===== config.mk =====
export PLATFORM = sky130hd
export DESIGN_NAME = command_credit_arbiter_flat
export DESIGN_NICKNAME = d
export VERILOG_FILES = /design/src/rtl/command_credit_arbiter_pkg.sv /design/src/rtl/command_credit_arbiter_if.sv /design/src/rtl/command_credit_arbiter_tag_pool.sv /design/src/rtl/command_credit_arbiter.sv /design/src/flat_wrapper.sv
export SDC_FILE = /design/constraint.sdc
export NUM_CORES = 1
export LEC_CHECK = 0
export CAP_MARGIN = 25
export CORE_AREA = 4 4 169 171
export DETAILED_ROUTE_END_ITERATION = 6
export DIE_AREA = 0 0 173 175
export DONT_BUFFER_PORTS = 1
export PLACE_DENSITY = 0.54
export SYNTH_ARGS = -nofsm -noshare
export SYNTH_HDL_FRONTEND = slang
export SYNTH_SLANG_ARGS = --single-unit

===== constraint.sdc =====
create_clock -name clock -period 8.05 [get_ports clock]
set_clock_uncertainty 0.1 [all_clocks]
set_input_delay 0.4025 -clock clock [delete_from_list [all_inputs] [get_ports clock]]
set_output_delay 0.4025 -clock clock [all_outputs]
set_load 0.05 [all_outputs]

===== src/rtl/command_credit_arbiter_pkg.sv =====
// Shared types and defaults for the PSL command credit arbiter.
// Requester index constants name the fixed order of the AFU command producers.
package command_credit_arbiter_pkg;

    localparam int unsigned NUM_REQ_DEF  = 5;
    localparam int unsigned CMD_W_DEF    = 64;
    localparam int unsigned TAG_W_DEF    = 5;
    localparam int unsigned CREDIT_W_DEF = 8;

    localparam int unsigned REQ_WED      = 0;
    localparam int unsigned REQ_READ     = 1;
    localparam int unsigned REQ_WRITE    = 2;
    localparam int unsigned REQ_PF_READ  = 3;
    localparam int unsigned REQ_PF_WRITE = 4;

    typedef enum logic [1:0] {
        StIdle,
        StRun,
        StDrain
    } arbiter_state_t;

endpackage


===== src/rtl/command_credit_arbiter_if.sv =====
// Bundle of requester, PSL command/response and control signals around the arbiter.
// The master side drives requests and responses; the slave side is the arbiter.
interface command_credit_arbiter_if
    import command_credit_arbiter_pkg::*;
#(
    parameter int unsigned NUM_REQ  = NUM_REQ_DEF,
    parameter int unsigned CMD_W    = CMD_W_DEF,
    parameter int unsigned TAG_W    = TAG_W_DEF,
    parameter int unsigned CREDIT_W = CREDIT_W_DEF
) ();

    localparam int unsigned SRC_W = (NUM_REQ > 1) ? $clog2(NUM_REQ) : 1;

    logic                     enabled_in;
    logic                     credit_load;
    logic [CREDIT_W-1:0]      credit_init;
    logic [NUM_REQ-1:0]       req_valid;
    logic [NUM_REQ*CMD_W-1:0] req_cmd;
    logic [NUM_REQ-1:0]       req_ready;
    logic                     cmd_out_valid;
    logic [CMD_W-1:0]         cmd_out_cmd;
    logic [TAG_W-1:0]         cmd_out_tag;
    logic [SRC_W-1:0]         cmd_out_src;
    logic                     rsp_valid;
    logic [TAG_W-1:0]         rsp_tag;
    logic                     drain_req;
    logic                     drain_done;
    logic [CREDIT_W-1:0]      credits_avail;
    logic [TAG_W:0]           outstanding;
    logic [1:0]               arb_error;

    modport master (
        output enabled_in, credit_load, credit_init, req_valid, req_cmd,
        output rsp_valid, rsp_tag, drain_req,
        input  req_ready, cmd_out_valid, cmd_out_cmd, cmd_out_tag, cmd_out_src,
        input  drain_done, credits_avail, outstanding, arb_error
    );

    modport slave (
        input  enabled_in, credit_load, credit_init, req_valid, req_cmd,
        input  rsp_valid, rsp_tag, drain_req,
        output req_ready, cmd_out_valid, cmd_out_cmd, cmd_out_tag, cmd_out_src,
        output drain_done, credits_avail, outstanding, arb_error
    );

endinterface


===== src/rtl/command_credit_arbiter_tag_pool.sv =====
// Command tag pool: busy bitmap, lowest-index free tag, release on response, busy count.
// Releasing a tag that is not busy is reported and leaves the pool untouched.
module command_credit_arbiter_tag_pool
    import command_credit_arbiter_pkg::*;
#(
    parameter int unsigned TAG_W = TAG_W_DEF
) (
    input  logic             clock,
    input  logic             rstn,
    input  logic             i_alloc,
    input  logic             i_release,
    input  logic [TAG_W-1:0] i_release_tag,
    output logic [TAG_W-1:0] o_free_tag,
    output logic             o_any_free,
    output logic             o_release_hit,
    output logic [TAG_W:0]   o_count
);

    localparam int unsigned NUM_TAGS = 2 ** TAG_W;

    logic [NUM_TAGS-1:0] r_busy;
    logic [NUM_TAGS-1:0] w_busy_d;
    logic [TAG_W:0]      r_count;
    logic [TAG_W:0]      w_count_d;

    // Scan from the top so the last hit is the lowest free index.
    always_comb begin
        o_free_tag = '0;
        o_any_free = 1'b0;
        for (int i = NUM_TAGS - 1; i >= 0; i--) begin
            if (!r_busy[i]) begin
                o_free_tag = TAG_W'(i);
                o_any_free = 1'b1;
            end
        end
    end

    assign o_release_hit = i_release && r_busy[i_release_tag];

    always_comb begin
        w_busy_d = r_busy;
        if (o_release_hit) begin
            w_busy_d[i_release_tag] = 1'b0;
        end
        if (i_alloc && o_any_free) begin
            w_busy_d[o_free_tag] = 1'b1;
        end
    end

    always_comb begin
        w_count_d = r_count;
        unique case ({i_alloc && o_any_free, o_release_hit})
            2'b10:   w_count_d = r_count + (TAG_W+1)'(1);
            2'b01:   w_count_d = r_count - (TAG_W+1)'(1);
            default: w_count_d = r_count;
        endcase
    end

    always_ff @(posedge clock or negedge rstn) begin
        if (!rstn) begin
            r_busy  <= '0;
            r_count <= '0;
        end else begin
            r_busy  <= w_busy_d;
            r_count <= w_count_d;
        end
    end

    assign o_count = r_count;

endmodule


===== src/rtl/command_credit_arbiter.sv =====
// Round-robin arbiter sharing the PSL command port between AFU requesters.
// Owns PSL credits, the tag pool, outstanding tracking and the drain handshake.
module command_credit_arbiter
    import command_credit_arbiter_pkg::*;
#(
    parameter int unsigned NUM_REQ  = NUM_REQ_DEF,
    parameter int unsigned CMD_W    = CMD_W_DEF,
    parameter int unsigned TAG_W    = TAG_W_DEF,
    parameter int unsigned CREDIT_W = CREDIT_W_DEF
) (
    input  logic                     clock,
    input  logic                     rstn,
    command_credit_arbiter_if.slave  arb_if
);

    localparam int unsigned SRC_W = (NUM_REQ > 1) ? $clog2(NUM_REQ) : 1;
    localparam logic [CREDIT_W-1:0] CREDIT_MAX = '1;

    arbiter_state_t      r_state;
    arbiter_state_t      w_state_d;
    logic [SRC_W-1:0]    r_rr_ptr;
    logic [SRC_W-1:0]    w_rr_ptr_d;
    logic [CREDIT_W-1:0] r_credits;
    logic [CREDIT_W-1:0] w_credits_d;
    logic [1:0]          r_arb_error;
    logic [1:0]          w_arb_error_d;
    logic                r_out_valid;
    logic [CMD_W-1:0]    r_out_cmd;
    logic [TAG_W-1:0]    r_out_tag;
    logic [SRC_W-1:0]    r_out_src;

    logic                w_run;
    logic                w_grant;
    logic                w_found;
    logic [SRC_W-1:0]    w_idx;
    logic [SRC_W-1:0]    w_winner;
    logic [CMD_W-1:0]    w_win_cmd;
    logic [TAG_W-1:0]    w_free_tag;
    logic                w_any_free;
    logic                w_rsp_hit;
    logic [TAG_W:0]      w_outstanding;

    command_credit_arbiter_tag_pool #(
        .TAG_W (TAG_W)
    ) u_tag_pool (
        .clock         (clock),
        .rstn          (rstn),
        .i_alloc       (w_grant),
        .i_release     (arb_if.rsp_valid),
        .i_release_tag (arb_if.rsp_tag),
        .o_free_tag    (w_free_tag),
        .o_any_free    (w_any_free),
        .o_release_hit (w_rsp_hit),
        .o_count       (w_outstanding)
    );

    // First valid requester at or after the round-robin pointer.
    always_comb begin
        w_found  = 1'b0;
        w_idx    = '0;
        w_winner = '0;
        for (int off = 0; off < NUM_REQ; off++) begin
            w_idx = SRC_W'((int'(r_rr_ptr) + off) % NUM_REQ);
            if (!w_found && arb_if.req_valid[w_idx]) begin
                w_found  = 1'b1;
                w_winner = w_idx;
            end
        end
    end

    always_comb begin
        w_win_cmd = '0;
        for (int i = 0; i < NUM_REQ; i++) begin
            if (w_winner == SRC_W'(i)) begin
                w_win_cmd = arb_if.req_cmd[i*CMD_W +: CMD_W];
            end
        end
    end

    always_comb begin
        w_rr_ptr_d = r_rr_ptr;
        if (w_grant) begin
            w_rr_ptr_d = (w_winner == SRC_W'(NUM_REQ - 1)) ? '0 : w_winner + SRC_W'(1);
        end
    end

    always_comb begin
        w_credits_d   = r_credits;
        w_arb_error_d = r_arb_error;
        if (arb_if.credit_load) begin
            w_credits_d = arb_if.credit_init;
        end else if (w_grant && !arb_if.rsp_valid) begin
            w_credits_d = r_credits - CREDIT_W'(1);
        end else if (!w_grant && arb_if.rsp_valid) begin
            if (r_credits == CREDIT_MAX) begin
                w_arb_error_d[0] = 1'b1;
            end else begin
                w_credits_d = r_credits + CREDIT_W'(1);
            end
        end
        if (arb_if.rsp_valid && !w_rsp_hit) begin
            w_arb_error_d[1] = 1'b1;
        end
    end

    // FSM: state register
    always_ff @(posedge clock or negedge rstn) begin
        if (!rstn) begin
            r_state <= StIdle;
        end else begin
            r_state <= w_state_d;
        end
    end

    // FSM: next state
    always_comb begin
        w_state_d = r_state;
        case (r_state)
            StIdle: begin
                if (arb_if.drain_req) begin
                    w_state_d = StDrain;
                end else if (arb_if.credit_load && arb_if.enabled_in) begin
                    w_state_d = StRun;
                end
            end
            StRun: begin
                if (arb_if.drain_req) begin
                    w_state_d = StDrain;
                end else if (!arb_if.enabled_in && (w_outstanding == '0)) begin
                    w_state_d = StIdle;
                end
            end
            StDrain: begin
                if (!arb_if.drain_req && (w_outstanding == '0)) begin
                    w_state_d = StIdle;
                end
            end
            default: w_state_d = StIdle;
        endcase
    end

    // FSM: outputs
    always_comb begin
        w_run   = (r_state == StRun);
        w_grant = w_run && arb_if.enabled_in && !arb_if.drain_req && w_found
                  && (r_credits != '0) && w_any_free;
        arb_if.drain_done = (r_state == StDrain) && (w_outstanding == '0);
        for (int i = 0; i < NUM_REQ; i++) begin
            arb_if.req_ready[i] = w_grant && (w_winner == SRC_W'(i));
        end
    end

    always_ff @(posedge clock or negedge rstn) begin
        if (!rstn) begin
            r_rr_ptr    <= '0;
            r_credits   <= '0;
            r_arb_error <= '0;
            r_out_valid <= 1'b0;
            r_out_cmd   <= '0;
            r_out_tag   <= '0;
            r_out_src   <= '0;
        end else begin
            r_rr_ptr    <= w_rr_ptr_d;
            r_credits   <= w_credits_d;
            r_arb_error <= w_arb_error_d;
            r_out_valid <= w_grant;
            if (w_grant) begin
                r_out_cmd <= w_win_cmd;
                r_out_tag <= w_free_tag;
                r_out_src <= w_winner;
            end
        end
    end

    assign arb_if.cmd_out_valid = r_out_valid;
    assign arb_if.cmd_out_cmd   = r_out_cmd;
    assign arb_if.cmd_out_tag   = r_out_tag;
    assign arb_if.cmd_out_src   = r_out_src;
    assign arb_if.credits_avail = r_credits;
    assign arb_if.outstanding   = w_outstanding;
    assign arb_if.arb_error     = r_arb_error;

endmodule


===== src/flat_wrapper.sv =====
// flat-port wrapper written by rule: the top's interface ports become plain ports
module command_credit_arbiter_flat import command_credit_arbiter_pkg::*;
#(
    parameter int unsigned NUM_REQ  = NUM_REQ_DEF,
    parameter int unsigned CMD_W    = CMD_W_DEF,
    parameter int unsigned TAG_W    = TAG_W_DEF,
    parameter int unsigned CREDIT_W = CREDIT_W_DEF
)
  (clock, rstn, arb_if_enabled_in, arb_if_credit_load, arb_if_credit_init, arb_if_req_valid, arb_if_req_cmd, arb_if_rsp_valid, arb_if_rsp_tag, arb_if_drain_req, arb_if_req_ready, arb_if_cmd_out_valid, arb_if_cmd_out_cmd, arb_if_cmd_out_tag, arb_if_cmd_out_src, arb_if_drain_done, arb_if_credits_avail, arb_if_outstanding, arb_if_arb_error);
  command_credit_arbiter_if #(.NUM_REQ(NUM_REQ), .CMD_W(CMD_W), .TAG_W(TAG_W), .CREDIT_W(CREDIT_W)) arb_if_i ();
  input  logic clock;
  input  logic rstn;
  input wire logic [$bits(arb_if_i.enabled_in)-1:0] arb_if_enabled_in;
  input wire logic [$bits(arb_if_i.credit_load)-1:0] arb_if_credit_load;
  input wire logic [$bits(arb_if_i.credit_init)-1:0] arb_if_credit_init;
  input wire logic [$bits(arb_if_i.req_valid)-1:0] arb_if_req_valid;
  input wire logic [$bits(arb_if_i.req_cmd)-1:0] arb_if_req_cmd;
  input wire logic [$bits(arb_if_i.rsp_valid)-1:0] arb_if_rsp_valid;
  input wire logic [$bits(arb_if_i.rsp_tag)-1:0] arb_if_rsp_tag;
  input wire logic [$bits(arb_if_i.drain_req)-1:0] arb_if_drain_req;
  output wire logic [$bits(arb_if_i.req_ready)-1:0] arb_if_req_ready;
  output wire logic [$bits(arb_if_i.cmd_out_valid)-1:0] arb_if_cmd_out_valid;
  output wire logic [$bits(arb_if_i.cmd_out_cmd)-1:0] arb_if_cmd_out_cmd;
  output wire logic [$bits(arb_if_i.cmd_out_tag)-1:0] arb_if_cmd_out_tag;
  output wire logic [$bits(arb_if_i.cmd_out_src)-1:0] arb_if_cmd_out_src;
  output wire logic [$bits(arb_if_i.drain_done)-1:0] arb_if_drain_done;
  output wire logic [$bits(arb_if_i.credits_avail)-1:0] arb_if_credits_avail;
  output wire logic [$bits(arb_if_i.outstanding)-1:0] arb_if_outstanding;
  output wire logic [$bits(arb_if_i.arb_error)-1:0] arb_if_arb_error;
  assign arb_if_i.enabled_in = arb_if_enabled_in;
  assign arb_if_i.credit_load = arb_if_credit_load;
  assign arb_if_i.credit_init = arb_if_credit_init;
  assign arb_if_i.req_valid = arb_if_req_valid;
  assign arb_if_i.req_cmd = arb_if_req_cmd;
  assign arb_if_i.rsp_valid = arb_if_rsp_valid;
  assign arb_if_i.rsp_tag = arb_if_rsp_tag;
  assign arb_if_i.drain_req = arb_if_drain_req;
  assign arb_if_req_ready = arb_if_i.req_ready;
  assign arb_if_cmd_out_valid = arb_if_i.cmd_out_valid;
  assign arb_if_cmd_out_cmd = arb_if_i.cmd_out_cmd;
  assign arb_if_cmd_out_tag = arb_if_i.cmd_out_tag;
  assign arb_if_cmd_out_src = arb_if_i.cmd_out_src;
  assign arb_if_drain_done = arb_if_i.drain_done;
  assign arb_if_credits_avail = arb_if_i.credits_avail;
  assign arb_if_outstanding = arb_if_i.outstanding;
  assign arb_if_arb_error = arb_if_i.arb_error;
  command_credit_arbiter #(.NUM_REQ(NUM_REQ), .CMD_W(CMD_W), .TAG_W(TAG_W), .CREDIT_W(CREDIT_W)) u_core (.clock(clock), .rstn(rstn), .arb_if(arb_if_i));
endmodule

# --- After elaboration in Yosys (flattened, before gate mapping) ---
# Cells that the tools add are included.
totals:
  ff_bits: 126
  inputBits: 344
  wordCells: 204
classes:
  addsub: 9
  n_mux: 109
  n_lt_le_gt_ge: 9
  reduce_logical: 43
  eq_ne: 13
  n_bitwise: 5
  div: 5
ops:
  columns: ["cell", "count"]
  rows:
  - ["$mux W64", 5]
  - ["$mux W5", 32]
  - ["$mod A32 B3 Y32 const B", 4]
  - ["$mux W32", 2]
  - ["$mux W1", 45]
  - ["$and A32 B32 Y32", 1]
  - ["$mod A3 B3 Y32 const B", 1]
  - ["$mux W8", 4]
  - ["$not A32 Y32", 1]
  - ["$or A32 B32 Y32", 1]
  - ["$logic_and A1 B1 Y1", 25]
  - ["$lt A3 B4 Y1 const B", 5]
  - ["$mux W3", 6]
  - ["$bmux W1 S3", 5]
  - ["$lt A5 B6 Y1 const B", 2]
  - ["$pmux W6 S2", 1]
  - ["$demux W1 S5", 2]
  - ["$ge A5 B1 Y1 const B", 2]
  - ["$mux W2", 5]
  - ["$logic_not A1 Y1", 9]
  - ["$add A3 B2 Y4 const B", 2]
  - ["$add A8 B1 Y8 const B", 1]
  - ["$eq A8 B8 Y1 const B", 1]
  - ["$reduce_bool A8 Y1", 1]
  - ["other kinds (25)", 30]

# --- Depth between registers and ports, before layout ---
depth:
  depth_word: 38
  depth_mapped: 30
  ltp_nobuf: 29

# --- By module ---
# Synthesis repeated with hierarchy kept, for this count alone.
hier_totals:
  cells_unflattened: 1311
  hier_area_um2: 10421.2
modules_own_cells:
  columns: ["module", "cells_per_inst", "n_inst", "area_each_um2", "seq_area_each_um2"]
  rows:
  - ["command_credit_arbiter", 1014, 1, 7721.2, 2202.1]
  - ["command_credit_arbiter_tag_pool", 297, 1, 2700.1, 950.9]

# --- Worst setup path after synthesis ---
# OpenSTA, ideal clock, no wires.
synth_timing:
  kind: "flip-flop to output port"
  start: "register u_core.r_rr_ptr[1]"
  end: "output port arb_if_req_ready[3]"
  t_required_ns: 7.547
  path_slack_ns: 1.904
  t_arrival_ns: 5.644
  path_stages_with_launch: 27
  path_cell_list: "dfrtp_1 -> inv_1 -> ha_1 -> buf_2 -> xnor2_2 -> inv_2 -> ha_1 -> or3b_2 -> o22ai_1 -> nor2_1 -> inv_1 -> ha_1 -> inv_1 -> o2bb2ai_1 -> o21ai_2 -> mux2_2 -> nor3_1 -> or2_1 -> or4_1 -> o21ai_0 -> a21oi_1 -> inv_1 -> ha_1 -> ha_1 -> clkbuf_1 -> clkbuf_1 -> and2_1"
synth_between:
  word_cells_on_any_way: 42
  classes_between: "add/sub: 4; div: 5; eq/ne: 1; mux: 20; reduce/logical: 12"
synth_lines:
  columns: ["element", "line_no", "rtl"]
  rows:
  - ["from (decl)", "command_credit_arbiter.sv:21", "logic [SRC_W-1:0] r_rr_ptr;"]
  - ["from (signal assigned)", "command_credit_arbiter.sv:163", "r_rr_ptr <= w_rr_ptr_d;"]
  - ["parallel branches: the longest is 15 deep, another holds $mod A32 B3 Y32", null, null]
  - ["$mux W3 (*)", "command_credit_arbiter.sv:64", "if (!w_found && arb_if.req_valid[w_idx]) begin"]
  - ["net u_core.w_winner[1]", "command_credit_arbiter.sv:36", "logic [SRC_W-1:0] w_winner;"]
  - ["$eq A3 B2 Y1 (*)", "command_credit_arbiter.sv:149", "arb_if.req_ready[i] = w_grant && (w_winner == SRC_W'(i));"]
  - ["$logic_and A1 B1 Y1 (*)", "command_credit_arbiter.sv:149", null]
  - ["to (decl)", "flat_wrapper.sv:21", "output wire logic [$bits(arb_if_i.req_ready)-1:0] arb_if_req_ready;"]
# Mark *: on every way through the listed nets, which the timed path passes. The select of a mux whose other input is x is not followed.

# --- Worst setup path in the final report ---
layout_timing:
  start: "register u_core.r_rr_ptr[1]"
  end: "output port arb_if_req_ready[0]"
layout_between:
  elab_chain_len: 20
  word_cells_on_any_way: 42
  classes_between: "add/sub: 4; div: 5; mux: 20; reduce/logical: 13"
layout_rtl:
  columns: ["element", "line_no"]
  rows:
  - ["parallel branches: the longest is 19 deep, another holds $mod A32 B3 Y32", null]
  - ["$logic_and A1 B1 Y1 (*)", "command_credit_arbiter.sv:149"]
# Every way passes the cells marked *. The select of a mux whose other input is x is not followed.

==> key figures <==
Worst setup path
  – Crit Path Category: register to output pin
  – Worst r2r dst: u_core.arb_if.cmd_out_cmd[9]
  – Reg2reg start: u_core.r_rr_ptr[1]
  – Crit-path slowest cell: ha_2
  – Worst Setup Start Kind: register
  – Crit-path cells: inv_1 -> ha_1 -> xnor2_2 -> inv_2 -> ha_1 -> or3b_2 -> o22ai_1 -> nor2_1 -> inv_1 -> ha_1 -> inv_1 -> o2bb2ai_1 -> o21ai_2 -> mux2_2 -> nor3_1 -> or2_1 -> or4_1 -> o21ai_0 -> a21oi_1 -> ha_2 -> buf_4 -> and3_1
  – CP peak stage delay: 0.60 ns
  – Worst Path Arrival: 6.96 ns
  – R2R depth: 24
  – Worst Path Max Fanout: 48
  – CP Capture Type: output pin
  – Worst EP required: 7.55 ns
  – Worst R2R Setup Slack: 0.92 ns

Logic synthesis
  – Post-synth top cells: nand2_1, o21ai_0, o22ai_1, dfrtp_1, nor2_1
  – Synth unique cells: 82
  – Post-synthesis adder-cell area fraction: 5.194%
  – Cells after Synth: 1309
  – Ys flop type: dfrtp_1
  – Ys async rst share: 100.0%
  – EDFF count, synth: 0
  – Post-Syn Nets: 1694
  – Simple-Gate Fraction of Synth Area: 22.01%
  – Syn Std Cell Area: 0.01031 mm^2
  – Synthesized flop and latch total: 126
  – Largest cells by area after synthesis: dfrtp_1, o22ai_1, nand2_1
  – Register area share after synthesis: 30.58%
  – Largest family of logic cells by synthesized area: compound AO/OA/AOI/OAI gates
  – Post-synth top area cell: dfrtp_1
  – Mux contribution to synthesized area: 4.223%
  – Syn_area_per_cell: 7.877 um^2
  – Xor and xnor area share after synthesis: 1.687%
  – Yosys Warn Count: 0
  – Synth Area in Compound Gates: 30.15%
  – Post-synth top area share: 30.58%
  – Top-count cell post-synth: nand2_1

Min path
  – Hold path cells: 2
  – Hold_sp: arb_if_enabled_in
  – Worst hold path class: input pin to register
  – Hold worst-path end: u_core.r_state[0]

Final layout
  – Syn-to-layout area delta: 8.252%
  – Layout net count: 1631
  – # fillers: 2823
  – Layout cell share with drive strength beyond 1: 8.578%

Flow run
  – Max Cap Viol: 0

Clocking
  – Hold Buf Count CTS: 5
  – Clock latency on the worst-skew pair: 0.42 ns
  – Clock Path Buffers: 2
  – Cts repair resizes: 0
  – CTS Buf Count: 17
  – CTS H-tree lvls: 4
  – Post-CTS Setup Bufs: 0
  – Sink Count: 126
  – Clock root cell: clkbuf_16
  – CTS tree: built
  – Clock transition at the registers of the reported paths: 0.07 ns

Routing
  – Total routed wirelength: 48220 um
  – Routed Antenna Nets: 0
  – # DRC: 0
  – Total iterations of the first detailed-routing run: 6
  – DR vias/cell: 6.534
  – Wire per inst: 29.91 um
  – Vias: 10.53k
  – Iter 0 DRT Violations: 1407

STA
  – Final worst path period need: 7.466 ns
  – Relative slew margins: 29.65%
  – Fmax: 133.9 MHz
  – Tightest Pin Transition: 1.046 ns
  – Setup TNS: 0 ns
  – Hold_ws: 0.01838 ns
  – Final WS setup: 0.5840 ns
  – Fin. max-slew vios: 0
  – RSZ-0062 raised after global routing: false
  – Final hold vios: 0
  – Final worst-path cycle share: 92.74%
  – Count of final setup violators: 0

Placed design
  – IO buf count: 0
  – Pre-CTS setup slack: 0.9777 ns
  – Final RePlAce weighted congestion: 1.046
  – Dpl hpwl: 35990 um

Global route
  – First-pass GRT wire length: 69470 um
  – Vias in the first global route: 10.18k
  – Initial antenna violation count: 19
  – Total gr overflow: 0
  – Largest net degree at the start of global routing: 127
  – Global-route usage over all layers: 30.07%

Die
  – Die Y-Extent: 175 um
  – # IOs: 439
  – Die ar.: 0.03028 mm^2
  – Core ar.: 0.02688 mm^2
  – Rows: 60
  – Die X: 173 um
  – Initial Util: 38.37%

Outcome
  – Status: complete, no violations
[logic make-up after synthesis]
logic type / Yosys count
buffers and inverters: 151
flip-flops: 126
adder cells (fa/ha/maj): 41
XOR/XNOR: 19
AO/OA/AOI/OAI: 475
AND/OR/NAND/NOR: 468
multiplexers: 29
[flip-flops by register name (all words and copies together), names as in the netlist, 2 cells and up]
| signal | cells |
|---|---|
| u_core.arb_if.arb_error | 2 |
| u_core.arb_if.cmd_out_cmd | 64 |
| u_core.arb_if.cmd_out_src | 3 |
| u_core.arb_if.cmd_out_tag | 5 |
| u_core.arb_if.credits_avail | 8 |
| u_core.r_rr_ptr | 3 |
| u_core.r_state | 2 |
| u_core.u_tag_pool.o_count | 6 |
| u_core.u_tag_pool.r_busy | 32 |
[layer usage]
layer	vias up	GRT usage, %	routed length [um]
li1	4780	-	-
met4	20	6.285	677
met3	64	11.38	5445
met2	619	47.56	22360
met1	5050	39.51	19590
met5	-	0	148
[worst max-delay path, delay by kind of cell, from the launching register on]
| kind | cells | cell delay (ns) |
|---|---|---|
| buffers and inverters | 5 | 1.21 |
| DFF | 1 | 0.49 |
| adders and majority gates | 4 | 1.43 |
| muxes | 1 | 0.31 |
| and+or+nand+nor | 6 | 1.75 |
| xor gates and xnor gates | 1 | 0.19 |
| AOI/OAI and AO/OA | 5 | 1.15 |
[per-stage QoR]
step	area (um^2)	util [%]	cells
after floorplan	10310	-	1309
after global placement	10480	39.01	1563
after detailed placement	10480	39.01	1563
after CTS	11130	41.42	1600
after global routing	11140	41.47	1605
final	11160	41.53	1612
[how the worst max path moves through the flow]
stage	start	endpoint	slack, ns	cells past startpoint
finish	u_core.r_rr_ptr[1]	arb_if_req_ready[0]	0.58	22
global route	u_core.r_rr_ptr[1]	arb_if_req_ready[0]	0.10	22
CTS	u_core.r_rr_ptr[1]	arb_if_req_ready[0]	0.67	22
detailed placement	u_core.r_rr_ptr[1]	u_core.arb_if.cmd_out_cmd[59]	0.98	26
global placement	u_core.r_rr_ptr[1]	u_core.arb_if.cmd_out_cmd[59]	1.03	26
floorplan	u_core.r_rr_ptr[1]	arb_if_req_ready[3]	1.90	26
[layout make-up]
class	instances	area [um^2]	area share, %
Sequential cell	126	3153	28.25
Clock buffer	20	456.7	4.091
Multi-Input combinational cell	1032	6568	58.84
Tap cell	341	426.7	3.822
Clock inverter	12	123.9	1.110
Antenna cell	12	30.03	0.2690
Inverter	42	158.9	1.424
Timing Repair Buffer	27	245.2	2.197
[layout by cell type, fill, tap and decap left out, drive strengths merged, types with 5 or more instances in the layout]
cell type,instances
nand4,11
o211ai,9
diode,12
or3,5
nor3b,69
buf,23
dfrtp,126
nor2b,5
a31oi,7
mux4,9
nand2b,6
a21boi,7
xor2,6
o22ai,132
o21bai,5
a21oi,37
a32o,6
a311oi,65
nand3,19
mux2,11
a21o,9
o21ai,151
nor2,97
nand2,207
clkbuf,20
xnor2,13
or2,5
and3,7
o32ai,5
mux2i,9
ha,38
nor3,13
inv,48
Power is left out: the tool's default activity adds up to more than one toggle a clock period on the data nets, which glitch-free logic cannot reach.
